File: src/rtl/pl_instruction_fetch.sv
`default_nettype none
// =============================================================================
// Module      : pl_instruction_fetch
// Description : Pipelined instruction fetch with PC redirect and decoupling FIFO.
// Revision    : 1.0 - initial release
// =============================================================================
module pl_instruction_fetch #(
   parameter int              XLEN         = 32,
   parameter logic [XLEN-1:0] RESET_VECTOR = '0,
   parameter int              FIFO_DEPTH   = 4
) (
   input  logic            clk,
   input  logic            rst,
   input  logic [1:0]      branch,
   input  logic [XLEN-1:0] pc_adder_result,
   input  logic [XLEN-1:0] alu_result,
   output logic            rom_en,
   output logic [XLEN-1:0] rom_addr,
   input  logic [31:0]     rom_data,
   output logic            out_valid,
   input  logic            out_ready,
   output logic [XLEN-1:0] out_pc,
   output logic [XLEN-1:0] out_pc_next,
   output logic [31:0]     out_instruction,
   output logic            out_misaligned
);

   localparam int          c_PTR_W    = $clog2(FIFO_DEPTH);
   localparam int          c_CNT_W    = c_PTR_W + 1;
   localparam logic [31:0] c_NOP_INSN = 32'h0000_0013;

   typedef enum logic [0:0] {
      S_RUN  = 1'b0,
      S_HALT = 1'b1
   } state_e;

   state_e               state_q, state_d;
   logic [XLEN-1:0]      fetch_pc_q, fetch_pc_d;
   logic                 inflight_q, inflight_d;
   logic [XLEN-1:0]      inflight_pc_q, inflight_pc_d;
   logic [c_PTR_W-1:0]   rd_ptr_q, rd_ptr_d;
   logic [c_PTR_W-1:0]   wr_ptr_q, wr_ptr_d;
   logic [c_CNT_W-1:0]   count_q, count_d;

   logic [XLEN-1:0]      mem_pc_q   [FIFO_DEPTH];
   logic [31:0]          mem_insn_q [FIFO_DEPTH];
   logic                 mem_mis_q  [FIFO_DEPTH];

   logic                 w_redirect;
   logic [XLEN-1:0]      w_target;
   logic                 w_target_mis;
   logic                 w_valid;
   logic                 w_pop;
   logic                 w_enq;
   logic                 w_issue;
   logic [c_CNT_W-1:0]   w_occ;

   assign w_redirect   = (branch == 2'd1) || (branch == 2'd2);
   assign w_target     = (branch == 2'd1) ? pc_adder_result : (alu_result & ~XLEN'(1));
   assign w_target_mis = (w_target[1:0] != 2'b00);
   assign w_valid      = !rst && (count_q != '0);
   assign w_pop        = w_valid && out_ready;
   assign w_enq        = inflight_q && !w_redirect;
   // Counting the pop lets a full buffer keep streaming at one fetch per cycle.
   assign w_occ        = count_q + c_CNT_W'(inflight_q) - c_CNT_W'(w_pop);
   assign w_issue      = (state_q == S_RUN) && !rst && !w_redirect
                         && (w_occ < c_CNT_W'(FIFO_DEPTH));

   always_comb begin
      state_d       = state_q;
      fetch_pc_d    = fetch_pc_q;
      inflight_d    = 1'b0;
      inflight_pc_d = inflight_pc_q;
      rd_ptr_d      = rd_ptr_q;
      wr_ptr_d      = wr_ptr_q;
      count_d       = count_q;
      if (w_redirect) begin
         fetch_pc_d = w_target;
         rd_ptr_d   = '0;
         if (w_target_mis) begin
            state_d  = S_HALT;
            wr_ptr_d = c_PTR_W'(1);
            count_d  = c_CNT_W'(1);
         end else begin
            state_d  = S_RUN;
            wr_ptr_d = '0;
            count_d  = '0;
         end
      end else begin
         if (w_issue) begin
            fetch_pc_d    = fetch_pc_q + XLEN'(4);
            inflight_d    = 1'b1;
            inflight_pc_d = fetch_pc_q;
         end
         if (w_enq) wr_ptr_d = wr_ptr_q + c_PTR_W'(1);
         if (w_pop) rd_ptr_d = rd_ptr_q + c_PTR_W'(1);
         count_d = count_q + c_CNT_W'(w_enq) - c_CNT_W'(w_pop);
      end
   end

   always_ff @(posedge clk) begin
      if (rst) begin
         state_q       <= S_RUN;
         fetch_pc_q    <= RESET_VECTOR;
         inflight_q    <= 1'b0;
         inflight_pc_q <= '0;
         rd_ptr_q      <= '0;
         wr_ptr_q      <= '0;
         count_q       <= '0;
      end else begin
         state_q       <= state_d;
         fetch_pc_q    <= fetch_pc_d;
         inflight_q    <= inflight_d;
         inflight_pc_q <= inflight_pc_d;
         rd_ptr_q      <= rd_ptr_d;
         wr_ptr_q      <= wr_ptr_d;
         count_q       <= count_d;
      end
   end

   // The misaligned marker lands in slot 0 because the flush rewinds both pointers.
   always_ff @(posedge clk) begin
      if (w_redirect && w_target_mis) begin
         mem_pc_q[0]   <= w_target;
         mem_insn_q[0] <= c_NOP_INSN;
         mem_mis_q[0]  <= 1'b1;
      end else if (w_enq) begin
         mem_pc_q[wr_ptr_q]   <= inflight_pc_q;
         mem_insn_q[wr_ptr_q] <= rom_data;
         mem_mis_q[wr_ptr_q]  <= 1'b0;
      end
   end

   assign rom_en          = w_issue;
   assign rom_addr        = fetch_pc_q;
   assign out_valid       = w_valid;
   assign out_pc          = mem_pc_q[rd_ptr_q];
   assign out_pc_next     = mem_pc_q[rd_ptr_q] + XLEN'(4);
   assign out_instruction = mem_insn_q[rd_ptr_q];
   assign out_misaligned  = w_valid && mem_mis_q[rd_ptr_q];

endmodule
`default_nettype wire

File: config.mk
export PLATFORM = sky130hd
export DESIGN_NAME = pl_instruction_fetch
export DESIGN_NICKNAME = d
export VERILOG_FILES = /design/src/rtl/pl_instruction_fetch.sv
export SDC_FILE = /design/constraint.sdc
export NUM_CORES = 1
export LEC_CHECK = 0
export ABC_AREA = 1
export CORE_MARGIN = 1
export CORE_UTILIZATION = 30
export DETAILED_ROUTE_END_ITERATION = 7
export PLACE_DENSITY = 0.55
export SYNTH_ARGS = -nofsm -noshare
export SYNTH_HDL_FRONTEND = slang
export SYNTH_SLANG_ARGS = --single-unit
File: constraint.sdc
create_clock -name clk -period 24.2 [get_ports clk]
set_input_delay 7.26 -clock clk [delete_from_list [all_inputs] [get_ports clk]]
set_output_delay 7.26 -clock clk [all_outputs]
set_load 0.02 [all_outputs]
==> out/metrics.yaml <==
die:
  io_pins: 232
  dieArea_mm2: 0.0538
  die_x_um: 232
  die_y_um: 232
  core_mm2: 0.0517
  fp-row-count: 83
  initial_core_util: 0.307
worst_setup_path:
  worst-path-max-fanout: 55
  worstPathRequired_ns: 16.94
  worstPathArrival_ns: 10.76
  worstSetupEndpointType: "output port"
  path_class: "in2out"
  startpoint_type: "primary input"
yosys:
  yosys_warnings: 0
  synthFlopType: "edfxtp_1"
  synthArstFlopShare: 0
  netlist_instances: 1707
  synth_area_mm2: 0.0159
  yosys.area.top_type: "edfxtp_1"
  ys_ff_latch: 335
  yosysSeqAreaShare: 0.587
  synth_top_cells_by_area: "edfxtp_1 49%, nand2_1 11%, dfxtp_1 9.5%"
  synth-edff-count: 260
  ys_types: 42
  syn-num-nets: 1814
  yosysTopAreaCellShare: 0.492
  syn_area_per_cell_um2: 9.29
clock_network:
  cts.clk_slew.worst_paths_ns: 0.06
  cts-resized-gates: 0
  root_buffer: "clkbuf_16"
  post_cts_buffers: 0
  clock_path_buffers: 3
  clk-insertion-delay-late_ns: 0.55
  hold_buffers: 0
  cts_buffers: 39
  h-tree-depth: 2
  cts.sinks: 335
  cts_tree: "done"
placed_design:
  dpl.hpwl_mm: 29.8
  port_buffers: 230
  preCtsSetupSlack_ns: 6.18
  dp_cells: 2547
  gp_congestion: 0.831
  placedInstanceArea_mm2: 0.0187
job:
  cap_violations: 0
outcome:
  outcome: "completed"
sta:
  period_needed_ns: 18.02
  tns_ns: 0
  finClkSkew_ns: 0.0138
  maxSlewHeadroom: 0.265
  setup_viol: 0
  max_freq_mhz: 55.5
  post-route-period-util: 0.745
  fin_ws_ns: 6.18
  finalHoldViolCount: 0
  worst_pin_slew_ns: 1.10
  drv_slew: 0
  rsz0062_at_grt: "false"
routing:
  first_pass_iters: 5
  top_layer: "met4"
  routed_wl_mm: 45.7
  vias: 12200
  via_per_inst: 4.66
  postRouteAntennaNets: 0
  wl_per_cell_um: 17.5
  drc: 0
  wl_met2_mm: 21.4
  drt_iter0_drc: 751
  wl_met1_mm: 20.8
  route.met3.wl_mm: 2.35
power_and_ir_drop:
  vdd_drop_max_v: 0.0000463
  p_comb_frac: 0.173
  p_sw_frac: 0.270
  power_density_mw_per_mm2: 77.2
  seq_power_share: 0.436
  pwr-share-clk: 0.391
  p_switching_uw: 418
  total_leakage_power_nw: 7.46
  power.internal_mw: 1.13
cells_and_area:
  num-nets-final: 2015
  stdcell_area_mm2: 0.0200
  drive_above_1_share: 0.0796
  final_core_util: 0.387
  fin_cells: 2615
  syn2layout_area_growth_pct: 26.2
  diodes: 0
global_route:
  grt_pass1_vias: 11700
  grt_remaining_overflow: 0
  antenna_found_initial: 0
  grt_max_degree: 131
  track_usage: 0.169
  grt_pass1_wl_mm: 69.4
worst_hold_path:
  hold_path_class: "reg2reg"
## sequential cells by signal (all words and copies together) (netlist names), named ones only
signal / flops
count_q: 3
inflight_pc_q: 32
inflight_q: 1
mem_insn_q: 128
mem_mis_q: 4
mem_pc_q: 128
rd_ptr_q: 2
rom_addr: 32
state_q: 1
wr_ptr_q: 2
## worst paths after layout
check,start,endpoint,slack [ns],depth (start not counted)
worst max register to register,inflight_q,mem_insn_q[0][9],21.15,8
worst min register to register,inflight_pc_q[7],inflight_pc_q[7],0.46,2
worst max-delay path,branch[1],rom_en,6.18,11
worst min-delay path,inflight_pc_q[7],inflight_pc_q[7],0.46,2
## final cells by class
type	instances	area (um^2)
flip-flops and latches	335	9310
fillers	5168	31700
well taps	680	851
repair buffers	245	2410
inverters	129	492
clock inverters	18	228
multi-input cells	1158	5620
clock buffers	50	1090
## routing by layer
metal / track usage / up-vias
met3: 0.0280 / 62
met2: 0.275 / 317
met4: 0.0500 / 0
met1: 0.228 / 5750
li1: - / 6067
met5: 0 / -
## metrics by stage
step	power, mW	hold slack, ns
floorplan	0.831	0.436
global placement	0.953	0.452
detailed placement	0.955	0.456
CTS	1.56	0.464
global route	1.61	0.480
finish	1.54	0.462
## power groups by stage
stage,sequential [mW],clock (mW),combinational [mW]
5_1_grt,0.677,0.638,0.291
3_3_place_gp,0.685,0,0.268
3_5_place_dp,0.686,0,0.270
6_report,0.674,0.603,0.268
2_1_floorplan,0.686,0,0.144
4_1_cts,0.674,0.619,0.271
## Yosys cell counts (all sizes together), types with 3 or more instances
| library cell | number |
|---|---|
| a21oi | 52 |
| a31oi | 3 |
| buf | 43 |
| clkbuf | 42 |
| dfxtp | 75 |
| edfxtp | 260 |
| ha | 5 |
| inv | 129 |
| mux2i | 36 |
| nand2 | 480 |
| nand3 | 58 |
| nand3b | 14 |
| nand4 | 10 |
| nor2 | 269 |
| nor3 | 8 |
| o211ai | 8 |
| o21ai | 132 |
| o21bai | 6 |
| o22ai | 35 |
| or2 | 10 |
| xnor2 | 3 |
| xor2 | 25 |
## critical path, cell delays in order
cell and delay, ns:
clkdlybuf4s50_1 0.45, inv_1 0.04, ha_2 0.30, buf_4 0.47, inv_2 0.41, nor2_4 0.26
inv_1 0.09, nor2_2 0.15, nand3_2 0.11, inv_2 0.43, clkdlybuf4s50_1 0.73
## cell usage in the layout, fill, tap and decap left out, types with 9 or more instances in the layout
cell	netlist	layout
nand2_2	16	16
a21oi_1	52	52
or2_2	10	10
nand3b_1	14	14
o22ai_1	35	35
inv_1	122	121
nor2_1	248	246
nor2_2	17	17
xor2_1	25	25
mux2i_1	33	33
buf_4	11	15
nand3_1	52	52
clkdlybuf4s50_1	0	229
nand4_1	9	9
clkbuf_16	0	41
dfxtp_1	75	73
o21ai_0	131	131
edfxtp_1	260	260
nand2_1	462	462
## logic make-up (layout without fill, tap and decap cells)
family	Yosys count	after routing	share of synthesized area
mux	37	37	0.0258
buf+inv	214	442	0.0600
compound gates	237	237	0.0802
simple gates	850	850	0.226
xor+xnor	28	28	0.0155
fa+ha+maj	6	6	0.00521
flops	335	335	0.587
No activity file was read; power rests on OpenSTA's default activity.
